===== src/rtl/if_fetch_unit_if.sv =====
// rtl/if_fetch_unit_if.sv - instruction memory read port and decode output stream
//
// Ports (signals):
//   imem_addr   fetch -> memory  word address, equals the fetch PC
//   imem_rdata  memory -> fetch  read data, combinational on imem_addr
//   out_valid   fetch -> decode  queue head holds an instruction
//   out_ready   decode -> fetch  decode accepts the head this cycle
//   out_inst    fetch -> decode  head instruction word
//   out_pc      fetch -> decode  word address of out_inst
// Modports: master = fetch unit side, slave = memory/decode side.
interface if_fetch_unit_if #(
  parameter int unsigned DATA_WIDTH = 32,
  parameter int unsigned ADDR_WIDTH = 19
);
  logic [ADDR_WIDTH-1:0] imem_addr;
  logic [DATA_WIDTH-1:0] imem_rdata;
  logic                  out_valid;
  logic                  out_ready;
  logic [DATA_WIDTH-1:0] out_inst;
  logic [ADDR_WIDTH-1:0] out_pc;

  modport master (
    output imem_addr,
    input  imem_rdata,
    output out_valid,
    input  out_ready,
    output out_inst,
    output out_pc
  );

  modport slave (
    input  imem_addr,
    output imem_rdata,
    input  out_valid,
    output out_ready,
    input  out_inst,
    input  out_pc
  );
endinterface


===== src/rtl/if_fetch_unit.sv =====
// rtl/if_fetch_unit.sv - instruction fetch stage with 2-entry queue, redirect and halt
//
// Ports:
//   clk             single clock, rising edge
//   rst_n           synchronous active-low reset
//   start           pulse, leaves IDLE and begins fetching at the current PC
//   redirect_valid  flush the queue and reload the PC from redirect_addr
//   redirect_addr   new word-address PC
//   halted          high while in HALTED
//   fetch_cnt       words enqueued since reset, wraps
//   bus             imem read port and decode stream (master side)
module if_fetch_unit #(
  parameter int unsigned           DATA_WIDTH = 32,
  parameter int unsigned           ADDR_WIDTH = 19,
  parameter logic [ADDR_WIDTH-1:0] RESET_PC   = '0,
  parameter logic [DATA_WIDTH-1:0] HALT_INST  = '1
) (
  input  logic                  clk,
  input  logic                  rst_n,
  input  logic                  start,
  input  logic                  redirect_valid,
  input  logic [ADDR_WIDTH-1:0] redirect_addr,
  output logic                  halted,
  output logic [31:0]           fetch_cnt,
  if_fetch_unit_if.master       bus
);

  typedef enum logic [1:0] {
    ST_IDLE   = 2'd0,
    ST_FETCH  = 2'd1,
    ST_HALTED = 2'd2
  } state_t;

  state_t                state_q, state_d;
  logic [ADDR_WIDTH-1:0] pc_q, pc_d;
  logic [1:0]            count_q, count_d;
  logic                  rd_ptr_q, rd_ptr_d;
  logic                  wr_ptr_q, wr_ptr_d;
  logic [31:0]           fetch_cnt_q, fetch_cnt_d;
  logic [DATA_WIDTH-1:0] q_inst_q [2];
  logic [DATA_WIDTH-1:0] q_inst_d [2];
  logic [ADDR_WIDTH-1:0] q_pc_q [2];
  logic [ADDR_WIDTH-1:0] q_pc_d [2];

  logic do_push;
  logic do_pop;
  logic is_halt;

  always_comb begin
    state_d     = state_q;
    pc_d        = pc_q;
    count_d     = count_q;
    rd_ptr_d    = rd_ptr_q;
    wr_ptr_d    = wr_ptr_q;
    fetch_cnt_d = fetch_cnt_q;
    q_inst_d    = q_inst_q;
    q_pc_d      = q_pc_q;
    do_push     = 1'b0;
    do_pop      = (count_q != 2'd0) && bus.out_ready;
    is_halt     = (bus.imem_rdata == HALT_INST);

    if (redirect_valid) begin
      // Flush wins over everything; a same-cycle pop is simply absorbed by the flush.
      pc_d     = redirect_addr;
      count_d  = 2'd0;
      rd_ptr_d = 1'b0;
      wr_ptr_d = 1'b0;
      case (state_q)
        ST_IDLE:   if (start) state_d = ST_FETCH;
        ST_HALTED: state_d = ST_FETCH;
        default:   ;
      endcase
    end else begin
      case (state_q)
        ST_IDLE:  if (start) state_d = ST_FETCH;
        // Fetch only with a free slot as of this cycle; a pop in the same cycle
        // does not make room until the next one.
        ST_FETCH: do_push = (count_q != 2'd2);
        default:  ;
      endcase

      if (do_push) begin
        q_inst_d[wr_ptr_q] = bus.imem_rdata;
        q_pc_d[wr_ptr_q]   = pc_q;
        wr_ptr_d           = ~wr_ptr_q;
        fetch_cnt_d        = fetch_cnt_q + 32'd1;
        if (is_halt) begin
          // The halt word is delivered, but the PC stays on it.
          state_d = ST_HALTED;
        end else begin
          pc_d = pc_q + {{(ADDR_WIDTH-1){1'b0}}, 1'b1};
        end
      end

      if (do_pop) begin
        rd_ptr_d = ~rd_ptr_q;
      end

      count_d = count_q + {1'b0, do_push} - {1'b0, do_pop};
    end
  end

  always_ff @(posedge clk) begin
    if (!rst_n) begin
      state_q     <= ST_IDLE;
      pc_q        <= RESET_PC;
      count_q     <= 2'd0;
      rd_ptr_q    <= 1'b0;
      wr_ptr_q    <= 1'b0;
      fetch_cnt_q <= 32'd0;
      q_inst_q    <= '{default: '0};
      q_pc_q      <= '{default: '0};
    end else begin
      state_q     <= state_d;
      pc_q        <= pc_d;
      count_q     <= count_d;
      rd_ptr_q    <= rd_ptr_d;
      wr_ptr_q    <= wr_ptr_d;
      fetch_cnt_q <= fetch_cnt_d;
      q_inst_q    <= q_inst_d;
      q_pc_q      <= q_pc_d;
    end
  end

  assign bus.imem_addr = pc_q;
  assign bus.out_valid = (count_q != 2'd0);
  assign bus.out_inst  = q_inst_q[rd_ptr_q];
  assign bus.out_pc    = q_pc_q[rd_ptr_q];
  assign halted        = (state_q == ST_HALTED);
  assign fetch_cnt     = fetch_cnt_q;

endmodule


===== src/flat_wrapper.sv =====
// flat-port wrapper written by rule: the top's interface ports become plain ports
module if_fetch_unit_flat 
#(
  parameter int unsigned           DATA_WIDTH = 32,
  parameter int unsigned           ADDR_WIDTH = 19,
  parameter logic [ADDR_WIDTH-1:0] RESET_PC   = '0,
  parameter logic [DATA_WIDTH-1:0] HALT_INST  = '1
)
  (clk, rst_n, start, redirect_valid, redirect_addr, halted, fetch_cnt, bus_imem_addr, bus_imem_rdata, bus_out_valid, bus_out_ready, bus_out_inst, bus_out_pc);
  if_fetch_unit_if #(.DATA_WIDTH(DATA_WIDTH), .ADDR_WIDTH(ADDR_WIDTH)) bus_i ();
  input  logic clk;
  input  logic rst_n;
  input  logic start;
  input  logic redirect_valid;
  input  logic [ADDR_WIDTH-1:0] redirect_addr;
  output logic halted;
  output logic [31:0] fetch_cnt;
  output wire logic [$bits(bus_i.imem_addr)-1:0] bus_imem_addr;
  input wire logic [$bits(bus_i.imem_rdata)-1:0] bus_imem_rdata;
  output wire logic [$bits(bus_i.out_valid)-1:0] bus_out_valid;
  input wire logic [$bits(bus_i.out_ready)-1:0] bus_out_ready;
  output wire logic [$bits(bus_i.out_inst)-1:0] bus_out_inst;
  output wire logic [$bits(bus_i.out_pc)-1:0] bus_out_pc;
  assign bus_imem_addr = bus_i.imem_addr;
  assign bus_i.imem_rdata = bus_imem_rdata;
  assign bus_out_valid = bus_i.out_valid;
  assign bus_i.out_ready = bus_out_ready;
  assign bus_out_inst = bus_i.out_inst;
  assign bus_out_pc = bus_i.out_pc;
  if_fetch_unit #(.DATA_WIDTH(DATA_WIDTH), .ADDR_WIDTH(ADDR_WIDTH), .RESET_PC(RESET_PC), .HALT_INST(HALT_INST)) u_core (.clk(clk), .rst_n(rst_n), .start(start), .redirect_valid(redirect_valid), .redirect_addr(redirect_addr), .halted(halted), .fetch_cnt(fetch_cnt), .bus(bus_i));
endmodule

===== config.mk =====
export PLATFORM = sky130hd
export DESIGN_NAME = if_fetch_unit_flat
export DESIGN_NICKNAME = d
export VERILOG_FILES = /design/src/rtl/if_fetch_unit_if.sv /design/src/rtl/if_fetch_unit.sv /design/src/flat_wrapper.sv
export SDC_FILE = /design/constraint.sdc
export NUM_CORES = 1
export LEC_CHECK = 0
export ABC_AREA = 1
export BUFFER_PORTS_ARGS = -buffer_cell sky130_fd_sc_hd__buf_2
export CORE_UTILIZATION = 31
export DETAILED_ROUTE_END_ITERATION = 10
export PLACE_DENSITY_LB_ADDON = 0.2
export SKIP_CTS_REPAIR_TIMING = 1
export SLEW_MARGIN = 20
export SYNTH_ARGS = -nofsm -noshare
export SYNTH_HDL_FRONTEND = slang
export SYNTH_SLANG_ARGS = --single-unit

===== constraint.sdc =====
create_clock -name clk -period 1.95 [get_ports clk]
set_clock_uncertainty 0.1 [all_clocks]
set_input_delay 0.2925 -clock clk [delete_from_list [all_inputs] [get_ports clk]]
set_output_delay 0.2925 -clock clk [all_outputs]
set_load 0.01 [all_outputs]

Word level (Yosys, flattened, before mapping). Cells that the tools add are included.

Output and inout bits: 104. Bits of input ports: 56. Logic and storage cells: 60. Flip-flop bits (word level): 159.

Equality and inequality tests: 6. Order comparisons: 3. $add $sub $neg: 4. Mux-type cells: 23. Bitwise gates (word level): 6. Reduce and logical (&&, ||, !) cells: 8.

Operators by type and width (number): $mux 19 (7); $mux 32 (4); $bwmux 64 (1); $bwmux 38 (1); $add 32x1->32 const B (1); $demux 32 s1 (1); $eq 32x32->1 const B (1); $add 19x1->19 const B (1); $demux 19 s1 (1); $mux 2 (5); $ge 2x2->1 const B (2); $ne 2x2->1 const B (2); $not 1->1 (4); $not 1->2 (2); $pmux 2 s2 (1); $reduce_and 2->1 (2); $reduce_bool 2->1 (2); $ne 3x1->1 const B (1); $add 2x1->2 (1); $eq 2x1->1 const B (1); $eq 2x2->1 const B (1); $logic_and 1x1->1 (2); $logic_not 2->1 (1); $lt 2x1->1 const B (1); other kinds (3) (4).

Longest topological paths before layout. Gate-level depths: netlist of run 1.

Depth in word-level cells: 6. Gate-level depth with buffers: 12. Mapped depth without buffers: 11.

Worst setup path after synthesis of run 1. Ideal clock, no wire load.

Kind: register to register. Start: reg u_core.fetch_cnt_q[0] (netlist: u_core.fetch_cnt[0]). End: reg u_core.fetch_cnt_q[28] (netlist: u_core.fetch_cnt[28]). Clock period less this slack: 1799 ps. Setup time: 113 ps. Cell stages (with the launch flop): 9. Required time: 1737 ps. Arrival: 1586 ps. Path slack: 151 ps. Path buffers: 0. Cell sequence: dfxtp_1 ha_1 nand3_4 nor3_2 nand3_1 nor2_1 nand2_1 nand2_1 nor2_1.

Longest elaborated chain between the ends: 1.

RTL lines: start, declared (RTL line if_fetch_unit.sv:39) `logic [31:0] fetch_cnt_q, fetch_cnt_d;`; start signal, assigned (RTL line if_fetch_unit.sv:119) `fetch_cnt_q <= fetch_cnt_d;`; $add 32x1->32 (RTL line if_fetch_unit.sv:86) `fetch_cnt_d = fetch_cnt_q + 32'd1;`.

Every way passes these cells. A chain may end at the register's enable or synchronous reset.

Worst setup path after layout of run 1.
Start: reg u_core.rd_ptr_q. End: out bus_out_inst[17].

Longest elaborated chain between the ends: 4.

RTL lines: start, declared (RTL line if_fetch_unit.sv:37) `logic rd_ptr_q, rd_ptr_d;`; start signal, assigned (RTL line if_fetch_unit.sv:117) `rd_ptr_q <= rd_ptr_d;`; $not 1->2 (implied by the code) (RTL line if_fetch_unit.sv:127) `assign bus.out_inst = q_inst_q[rd_ptr_q];`; $mux 32 (implied by the code) (3 in a row) (RTL line if_fetch_unit.sv:127); end, declared (RTL line flat_wrapper.sv:22) `output wire logic [$bits(bus_i.out_inst)-1:0] bus_out_inst;`.

Every way passes these cells. The select of a mux whose other input is x is not followed.

==> results of run 1 <==
-- per-stage QoR --
step | util, % | setup slack [ns] | hold slack, ns
after floorplan | - | 0.151 | 0.327
after global placement | 37.1 | 0.185 | 0.382
after detailed placement | 37.1 | 0.144 | 0.386
after CTS | 39.3 | 0.0420 | 0.00290
after global routing | 39.3 | 0.0119 | 0.0228
final | 39.3 | 0.116 | 0.0274
-- state kept, by name, indices dropped and copies added (netlist names) --
name,flops
u_core.fetch_cnt,32
u_core.q_pc_q,38
u_core.bus.imem_addr,19
u_core.q_inst_q,64
u_core.rd_ptr_q,1
u_core.wr_ptr_q,1
u_core.count_q,2
u_core.state_q,2
-- cell type report --
cell class / count / share of cell area, %
Multi-Input combinational cell: 924 / 42.4
Sequential cell: 159 / 33.0
Timing Repair Buffer: 201 / 12.0
Clock buffer: 20 / 4.63
Tap cell: 324 / 4.20
Inverter: 69 / 2.74
Clock inverter: 12 / 1.04
-- worst max-delay path, stage by stage (launching register included) --
cell and delay, ns:
dfxtp_2 0.34, inv_2 0.07, buf_4 0.29, nand2_1 0.08
nand2_1 0.10, buf_2 0.14
-- worst paths after layout --
check	to	slack [ns]	cells after the start
min reg2reg	u_core.fetch_cnt[16]	0.40	2
max reg2reg	u_core.count_q[1]	0.16	8
max	bus_out_inst[17]	0.12	5
min	u_core.q_inst_q[6]	0.03	3
-- cells in the mapped netlist (all sizes together) --
master	n
a21oi	68
nand3b	6
nor3b	1
o21ai	126
nand4	14
nor3	6
xnor2	5
xor2	7
or2	3
dfxtp	159
mux2i	1
nand3	43
ha	4
buf	22
o2111ai	1
clkbuf	37
nor2	252
nand2	386
o21a	1
clkinv	2
inv	67
-- routing by layer --
metal / up-vias / GRT usage, % / share of wire [%]
met5: - / 0 / 0
li1: 4158 / - / -
met4: 0 / 5.83 / 1.2
met1: 3657 / 27.6 / 51
met3: 20 / 2.58 / 3.5
met2: 163 / 29.5 / 44
-- power by group through the flow --
| stage | clock, mW | combinational (mW) | sequential [mW] |
|---|---|---|---|
| after floorplan | 0 | 0.473 | 3.53 |
| after global placement | 0 | 0.844 | 3.53 |
| after detailed placement | 0 | 0.849 | 3.53 |
| after CTS | 3.27 | 0.853 | 3.46 |
| after global routing | 3.39 | 0.947 | 3.48 |
| final | 3.19 | 0.841 | 3.46 |
-- kinds of logic after synthesis --
logic type	count (synthesis)	share of synthesized area, %
AO/OA/AOI/OAI	196	12.6
XOR/XNOR	12	1.34
adder cells (fa/ha/maj)	4	0.640
buffers and inverters	128	6.96
flip-flops	159	40.7
multiplexers	1	0.128
AND/OR/NAND/NOR	711	37.6
==> reports/summary.log, run 1 <==
qor: run_status.status complete, no violations
qor: worst_setup_path.worst_setup_path_startpoint u_core.rd_ptr_q
qor: timing.report.final.hold_viol_count 0
qor: worst_setup_path.crit_required 1.56 ns
qor: synthesis.syn-num-nets 1271
qor: layout.fin_cells 1709
qor: clock_network.ctsLongestPathBuffers 2
qor: worst_hold_path.hold_path.class in -> reg
qor: place.place_hpwl 16.8 mm
qor: worst_hold_path.timing.hold.worst.start bus_imem_rdata[6]
qor: global_routing.grt_pass1_wl 39.4 mm
qor: layout.commonest_non_fill_non_tap_cell_in_the_layout nand2_1
qor: floorplanning.dieHeight 161 µm
qor: synthesis.netlist.area_leader.share 40.7%
qor: timing.part_of_the_cycle_the_worst_path_needs 94.1%
qor: layout.antenna-diode-count 0
qor: synthesis.syn-instance-count 1211
qor: global_routing.grt_start_max_net_pins 99
qor: timing.post-route-min-period 1.83 ns
qor: drt.route.detailed.wl_per_inst 14.1 µm
qor: floorplanning.die_area 0.0258 mm²
qor: timing.final-max-slew-violation-count 0
qor: clock_network.tritoncts done
qor: place.globalplace.congestion 0.852
qor: worst_setup_path.cp_data_arrival_time 1.44 ns
qor: drt.remaining_drc_errors 0
qor: clock_network.htree_levels 4
qor: clock_network.root_buffer clkbuf_16
qor: timing.timing.final.setup_violations 0
qor: power.net_switching_share_of_the_total_power 28.1%
qor: global_routing.grt_pass1_vias 7285
qor: drt.route.final.wire_length 24.2 mm
qor: clock_network.cts_num_sinks 159
qor: timing.max-slew-margin-rel 51.3%
qor: power.share_comb_of_total_power 11.2%
qor: worst_setup_path.crit_path_end_kind output port
qor: synthesis.synth-warning-count 0
qor: layout.areaGrowthSynthToFinish 23.5%
qor: layout.multi_input_comb_area 0.00409 mm²
qor: worst_setup_path.worstReg2RegStart u_core.count_q[1]
qor: clock_network.cts-buffers-inserted 17
qor: timing.fmax 545 MHz
qor: power.total_power 7.49 mW
qor: synthesis.synth_seq_cells 159
qor: floorplanning.die_x 161 µm
qor: layout.final_cell_mix 383 x nand2_1, 245 x nor2_1, 158 x buf_2, 158 x dfxtp_1, 120 x o21ai_0
qor: layout.layout.nets 1432
qor: clock_network.clk-insertion-delay-late 0.43 ns
qor: global_routing.grt_antenna_before_repair 0
qor: timing.worstMarginPinSlew 0.730 ns
qor: synthesis.synth.largest_area_cell dfxtp_1
qor: worst_setup_path.critical_path.max_fanout 23
qor: power.power.density 776 mW/mm²
qor: global_routing.globalRouteOverflowTotal 0
qor: layout.ff_latch_area 0.00318 mm²
qor: clock_network.path_clk_slew 0.07 ns
qor: layout.fin_area 0.00965 mm²
qor: timing.timing.setup.tns 0 ns
qor: layout.post_route_cells_drive_above_1_share 18.6%
qor: drt.antenna_nets_post_route 0
qor: floorplanning.placement_rows 57
qor: place.dpl_cell_area 0.00910 mm²
qor: power.power_switching 2.11 mW
qor: synthesis.yosysSeqAreaShare 40.7%
qor: drt.drt_iter0_markers 443
qor: power.p_leak 4.57 nW
qor: layout.fillCellCount 2751
qor: power.clockPowerShare 42.5%
qor: worst_setup_path.critPathLaunchType flop
qor: floorplanning.top_level_ports 160
qor: synthesis.synth.cell_area 0.00781 mm²
qor: floorplanning.floorplan.initialDensity 31.9%
qor: power.seqPwrFrac 46.2%
qor: place.dp_cells 1677
qor: power.internal-power 5.38 mW
qor: drt.post_drt_via_cell_ratio 4.68
qor: drt.drt-pass1-iter-count 5
qor: floorplanning.core_region_area 0.0245 mm²
qor: drt.num_vias 7998
qor: power.max-vdd-ir-drop 0.000476 V
qor: synthesis.synth.top_cells.by_area dfxtp_1 41%, nand2_1 18%, nor2_1 12%
qor: place.port_buffers 159
qor: synthesis.synth_cell_types 37
qor: global_routing.grt_use_total 19.2%
qor: worst_setup_path.critical_path_class reg -> out
qor: timing.grt_setup_unrepaired false
qor: job.drv_cap 0
qor: synthesis.avg_synthesized_cell_area 6.45 µm²
No activity file was read; power rests on OpenSTA's default activity.
==> run 2, diff against run 1 <==
--- a/config.mk
+++ b/config.mk
@@ -10,6 +10,7 @@
 export CORE_UTILIZATION = 31
 export DETAILED_ROUTE_END_ITERATION = 10
 export PLACE_DENSITY_LB_ADDON = 0.2
+export RECOVER_POWER = 25
 export SKIP_CTS_REPAIR_TIMING = 1
 export SLEW_MARGIN = 20
 export SYNTH_ARGS = -nofsm -noshare
==> reports/summary.log, run 2 (synthesized netlist as in run 1, its figures left out) <==
qor: run_status.status complete, no violations
qor: worst_hold_path.timing.hold.worst.start bus_imem_rdata[6]
qor: timing.fmax 540 MHz [-0.96%]
qor: drt.route.final.wire_length 24.1 mm [-0.29%]
qor: worst_setup_path.cpMostUsedCell nand2_1
qor: clock_network.cts_num_sinks 159 [unchanged]
qor: timing.part_of_the_cycle_the_worst_path_needs 95.0% [+0.91 points]
qor: layout.fin_area 0.00955 mm² [-0.97%]
qor: drt.drt-pass1-iter-count 5 [unchanged]
qor: layout.final_cell_mix 383 x nand2_1, 245 x nor2_1, 158 x dfxtp_1
qor: drt.drt_iter0_markers 455 [+2.7%]
qor: place.port_buffers 159 [unchanged]
qor: floorplanning.top_level_ports 160 [unchanged]
qor: power.p_leak 4.37 nW [-4.3%]
qor: global_routing.grt_use_total 19.2% [unchanged]
qor: worst_setup_path.worst_setup_path_startpoint u_core.rd_ptr_q
qor: timing.final-max-slew-violation-count 0 [unchanged]
qor: job.drv_cap 0 [unchanged]
qor: worst_setup_path.cp_cell_sequence inv_2 -> buf_4 -> nand2_1 -> nand2_1 -> buf_2
qor: worst_setup_path.crit_path_end_kind output port
qor: layout.commonest_non_fill_non_tap_cell_in_the_layout nand2_1
qor: power.power.density 781 mW/mm² [+0.67%]
qor: worst_setup_path.cp_buf_inv_count 3 [unchanged]
qor: layout.largest-register u_core.q_inst_q
qor: layout.post_route_cells_drive_above_1_share 15.3% [-3.2 points]
qor: clock_network.root_buffer clkbuf_16
qor: global_routing.grt_antenna_before_repair 0 [unchanged]
qor: floorplanning.die_area 0.0258 mm² [unchanged]
qor: clock_network.tritoncts done
qor: clock_network.cts-buffers-inserted 17 [unchanged]
qor: place.dpl_cell_area 0.00910 mm² [unchanged]
qor: worst_setup_path.worstReg2RegStart u_core.count_q[1]
qor: timing.timing.setup.tns 0 ns [unchanged]
qor: drt.num_vias 7991 [-0.088%]
qor: worst_setup_path.critical_path_class reg -> out
qor: timing.post-route-min-period 1.85 ns [+0.0178 ns]
qor: worst_setup_path.critPathLaunchType flop
qor: worst_setup_path.critPathTopFamily buffers and inverters
qor: timing.worstMarginPinSlew 0.731 ns [+0.000964 ns]
qor: clock_network.clk-insertion-delay-late 0.43 ns [about the same]
qor: timing.holdWs 0.0306 ns [+0.00321 ns]
qor: layout.areaGrowthSynthToFinish 22.3%
qor: clock_network.path_clk_slew 0.07 ns [about the same]
qor: drt.route.detailed.wl_per_inst 14.1 µm [-0.29%]
qor: place.place_hpwl 16.8 mm [unchanged]
qor: worst_setup_path.cp_data_arrival_time 1.46 ns [+0.02 ns]
qor: timing.final_critical_path_setup_slack 0.0980 ns [-0.0178 ns]
qor: drt.antenna_nets_post_route 0 [unchanged]
qor: drt.post_drt_via_cell_ratio 4.68 [about the same]
qor: floorplanning.placement_rows 57 [unchanged]
qor: worst_setup_path.critical_path.max_fanout 23 [unchanged]
qor: drt.remaining_drc_errors 0 [unchanged]
qor: floorplanning.core_region_area 0.0245 mm² [unchanged]
qor: worst_setup_path.crit_required 1.56 ns [about the same]
qor: layout.largest_reg_flops 64 [unchanged]
qor: global_routing.grt_pass1_wl 39.4 mm [unchanged]
qor: worst_setup_path.ff2ff_setup_slack 0.16 ns [about the same]
qor: timing.max-slew-margin-rel 51.2% [-0.064 points]
qor: layout.antenna-diode-count 0 [unchanged]
qor: worst_setup_path.timing.critical_path.slowest_stage_cell dfxtp_2
qor: global_routing.globalRouteOverflowTotal 0 [unchanged]
qor: power.max-vdd-ir-drop 0.000474 V [-0.41%]
qor: timing.report.final.hold_viol_count 0 [unchanged]
qor: clock_network.htree_levels 4 [unchanged]
qor: worst_hold_path.hold_path.class in -> reg
qor: global_routing.grt_pass1_vias 7285 [unchanged]
qor: timing.timing.final.setup_violations 0 [unchanged]
qor: timing.grt_setup_unrepaired false
qor: floorplanning.floorplan.initialDensity 31.9% [unchanged]
qor: global_routing.grt_start_max_net_pins 99 [unchanged]
qor: layout.layout.nets 1432 [unchanged]
qor: place.globalplace.congestion 0.852 [unchanged]
qor: floorplanning.die_x 161 µm [unchanged]
qor: clock_network.ctsLongestPathBuffers 2 [unchanged]
qor: worst_setup_path.cp_slowest_stage_delay 0.34 ns [about the same]
qor: floorplanning.dieHeight 161 µm [unchanged]
qor: place.place_ws 0.144 ns [unchanged]
==> run 2: changes by cell type in the layout (fill, tap and decap cells not counted), sizes merged <==
cell    change
buf        -47
clkbuf     +47
==> run 2: path summary, 6_finish.rpt <==
path | cells after the start | end
max | 5 | bus_out_inst[17]
min | 3 | u_core.q_inst_q[6]
max reg2reg | 8 | u_core.count_q[1]
min reg2reg | 2 | u_core.fetch_cnt[31]
==> run 2: routing by layer <==
layer | routed length (µm) | track usage, % | share of wire (%) | vias up
met3 | 835 | 2.58 | 3.5 | 22
met5 | 0 | 0 | 0 | -
met2 | 10600 | 29.5 | 44 | 163
met4 | 306 | 5.83 | 1.3 | 0
met1 | 12300 | 27.6 | 51 | 3645
li1 | - | - | - | 4161
==> run 2: worst min-delay path: cells and delay by family <==
kind	cells	cell delay, ns
simple gates	2	0.12
buf+inv	1	0.10
==> run 2: power by group <==
group | internal (mW) | switching, mW | total (mW)
logic | 0.297 | 0.527 | 0.825
clock network | 1.70 | 1.48 | 3.18
registers | 3.37 | 0.0888 | 3.46
total | 5.37 | 2.10 | 7.47
==> run 2: stage by stage <==
step | total power [mW] | cells | utilization, %
2_1_floorplan | 4.00 | 1211 | -
3_3_place_gp | 4.38 | 1677 | 37.1
3_5_place_dp | 4.38 | 1677 | 37.1
4_1_cts | 7.59 | 1709 | 39.3
5_1_grt | 7.80 | 1709 | 38.9
6_report | 7.47 | 1709 | 38.9
==> run 2: layout make-up <==
type	count	area, µm²
Clock buffer	20	447
Clock inverter	12	100
Fill cell	2779	15000
Inverter	69	264
Multi-Input combinational cell	924	4090
Sequential cell	159	3180
Tap cell	324	405
Timing Repair Buffer	201	1070
==> run 3, diff against run 2 <==
--- a/config.mk
+++ b/config.mk
@@ -7,7 +7,7 @@
 export LEC_CHECK = 0
 export ABC_AREA = 1
 export BUFFER_PORTS_ARGS = -buffer_cell sky130_fd_sc_hd__buf_2
-export CORE_UTILIZATION = 31
+export CORE_UTILIZATION = 55
 export DETAILED_ROUTE_END_ITERATION = 10
 export PLACE_DENSITY_LB_ADDON = 0.2
 export RECOVER_POWER = 25
==> reports/summary.log, run 3 (synthesized netlist as in run 1, its figures left out) <==
qor: run_status.status complete, no violations
qor: clock_network.cts_num_sinks 159 [unchanged]
qor: floorplanning.die_area 0.0147 mm² [-43%]
qor: floorplanning.die_x 121 µm [-25%]
qor: power.max-vdd-ir-drop 0.000607 V [+28%]
qor: timing.worstMarginPinSlew 0.669 ns [-0.0624 ns]
qor: timing.timing.final.setup_violations 0 [unchanged]
qor: drt.remaining_drc_errors 0 [unchanged]
qor: place.port_buffers 159 [unchanged]
qor: clock_network.cts-buffers-inserted 17 [unchanged]
qor: worst_setup_path.critPathLaunchType flop
qor: place.place_ws 0.0474 ns [-0.0969 ns]
qor: global_routing.grt_antenna_before_repair 0 [unchanged]
qor: floorplanning.dieHeight 121 µm [-25%]
qor: global_routing.grt_pass1_wl 34.5 mm [-13%]
qor: timing.timing.setup.tns 0 ns [unchanged]
qor: timing.final_critical_path_setup_slack 0.0824 ns [-0.0156 ns]
qor: layout.fillCellCount 1305 [-53%]
qor: worst_hold_path.min_path_cells 3 [unchanged]
qor: worst_setup_path.critPathTopFamily simple AND/OR/NAND/NOR gates
qor: worst_setup_path.critical_path.max_fanout 3 [-87%]
qor: worst_setup_path.critical_path_cell_count 8 [+3]
qor: layout.fin_cells 1566 [-8.4%]
qor: clock_network.htree_levels 4 [unchanged]
qor: global_routing.globalRouteOverflowTotal 0 [unchanged]
qor: worst_setup_path.crit_required 2.20 ns [+0.64 ns]
qor: worst_setup_path.cp_slowest_stage_delay 0.33 ns [about the same]
qor: clock_network.path_clk_slew 0.06 ns [about the same]
qor: power.power.density 812 mW/mm² [+4.0%]
qor: timing.max-slew-margin-rel 55.4% [+4.2 points]
qor: global_routing.grt_pass1_vias 7257 [-0.38%]
qor: worst_setup_path.timing.critical_path.slowest_stage_cell dfxtp_1
qor: power.p_leak 4.37 nW [about the same]
qor: drt.num_vias 8156 [+2.1%]
qor: place.globalplace.congestion 0.938 [+10%]
qor: worst_setup_path.critical_path_class reg -> reg
qor: place.dp_cells 1530 [-8.8%]
qor: place.place_hpwl 14.4 mm [-15%]
qor: layout.largest-register u_core.q_inst_q
qor: worst_setup_path.r2r_cells 8 [unchanged]
qor: clock_network.clk-insertion-delay-late 0.43 ns [about the same]
qor: timing.report.final.hold_viol_count 0 [unchanged]
qor: timing.part_of_the_cycle_the_worst_path_needs 95.8% [+0.80 points]
qor: worst_setup_path.cp_cell_sequence or2_2 -> nand2_2 -> inv_1 -> ha_1 -> inv_1 -> ha_1 -> or2_2 -> a21oi_2
qor: drt.route.detailed.wl_per_inst 13.5 µm [-3.9%]
qor: layout.commonest_non_fill_non_tap_cell_in_the_layout nand2_1
qor: timing.fmax 535 MHz [-0.83%]
qor: timing.final-max-slew-violation-count 0 [unchanged]
qor: clock_network.tritoncts done
qor: worst_setup_path.cp_data_arrival_time 2.12 ns [+0.66 ns]
qor: layout.post_route_cells_drive_above_1_share 14.8% [-0.52 points]
qor: worst_setup_path.cp_buf_inv_count 2 [-1]
qor: drt.route.final.wire_length 21.2 mm [-12%]
qor: layout.fin_util 67.8% [+29 points]
qor: global_routing.grt_start_max_net_pins 74 [-25%]
qor: floorplanning.core_region_area 0.0139 mm² [-43%]
qor: clock_network.root_buffer clkbuf_16
qor: floorplanning.placement_rows 43 [-25%]
qor: drt.post_drt_via_cell_ratio 5.21 [+11%]
qor: drt.drt-pass1-iter-count 5 [unchanged]
qor: layout.antenna-diode-count 0 [unchanged]
qor: drt.antenna_nets_post_route 0 [unchanged]
qor: timing.holdWs 0.0291 ns [-0.00158 ns]
qor: global_routing.grt_use_total 29.4% [+10 points]
qor: layout.areaGrowthSynthToFinish 20.3%
qor: floorplanning.top_level_ports 160 [unchanged]
qor: floorplanning.floorplan.initialDensity 56.3% [+24 points]
qor: layout.final_cell_mix 382 x nand2_1, 245 x nor2_1, 158 x dfxtp_1
qor: layout.layout.nets 1433 [+0.070%]
qor: drt.drt_iter0_markers 625 [+37%]
qor: timing.grt_setup_unrepaired false
qor: clock_network.ctsLongestPathBuffers 2 [unchanged]
qor: timing.post-route-min-period 1.87 ns [+0.0156 ns]
qor: worst_setup_path.crit_path_end_kind flop
qor: worst_hold_path.hold_path.class in -> reg
qor: job.drv_cap 0 [unchanged]
qor: layout.largest_reg_flops 64 [unchanged]
==> run 3: cell count changes in the layout (fill, tap and decap cells not counted), sizes merged <==
cell	before	now
clkbuf	67	75
bufinv	0	3
buf	154	148
clkinv	4	9
inv	74	67
clkinvlp	3	1
==> run 3: through the flow <==
stage / total power [mW] / instance area, µm²
2_1_floorplan: 4.00 / 7820
3_3_place_gp: 4.32 / 8870
3_5_place_dp: 4.34 / 8870
4_1_cts: 7.67 / 9460
5_1_grt: 7.93 / 9410
6_report: 7.64 / 9410
==> run 3: worst reg2reg max path, cell delays in order (launching register included) <==
cell     delay, ns
dfxtp_1       0.33
or2_2         0.32
nand2_2       0.07
inv_1         0.05
ha_1          0.27
inv_1         0.04
ha_1          0.19
or2_2         0.30
a21oi_2       0.12
==> run 3: metal layers <==
layer  up-vias  track usage, %  routed length, µm
met5         -               0                  0
met1      3697            39.4               9820
met4         0            8.80                312
met3        26            5.64               1290
li1       4158               -                  -
met2       275            47.9               9780
==> run 3: final cells by class <==
| cell class | instances | area (µm²) | area share (%) |
|---|---|---|---|
| inverter | 69 | 267 | 2.83 |
| clock buffer | 21 | 450 | 4.79 |
| clock inverter | 11 | 140 | 1.49 |
| multi-input combinational | 924 | 4100 | 43.6 |
| sequential | 159 | 3180 | 33.9 |
| timing repair buffer | 202 | 1040 | 11.1 |
| tap | 180 | 225 | 2.39 |
==> run 3: report_power, final <==
group / switching (mW) / internal (mW) / leakage [nW]
clock: 1.32 / 2.04 / 0.291
sequential: 0.0921 / 3.38 / 1.29
combinational: 0.513 / 0.299 / 2.79
total: 1.93 / 5.71 / 4.37
==> run 3: path summary, 6_finish.rpt <==
path / startpoint / to / slack [ns]
worst min register to register: u_core.fetch_cnt[31] / u_core.fetch_cnt[31] / 0.39
worst min-delay path: bus_imem_rdata[5] / u_core.q_inst_q[5] / 0.03
worst max register to register: u_core.count_q[1] / u_core.count_q[1] / 0.08
worst max-delay path: u_core.count_q[1] / u_core.count_q[1] / 0.08
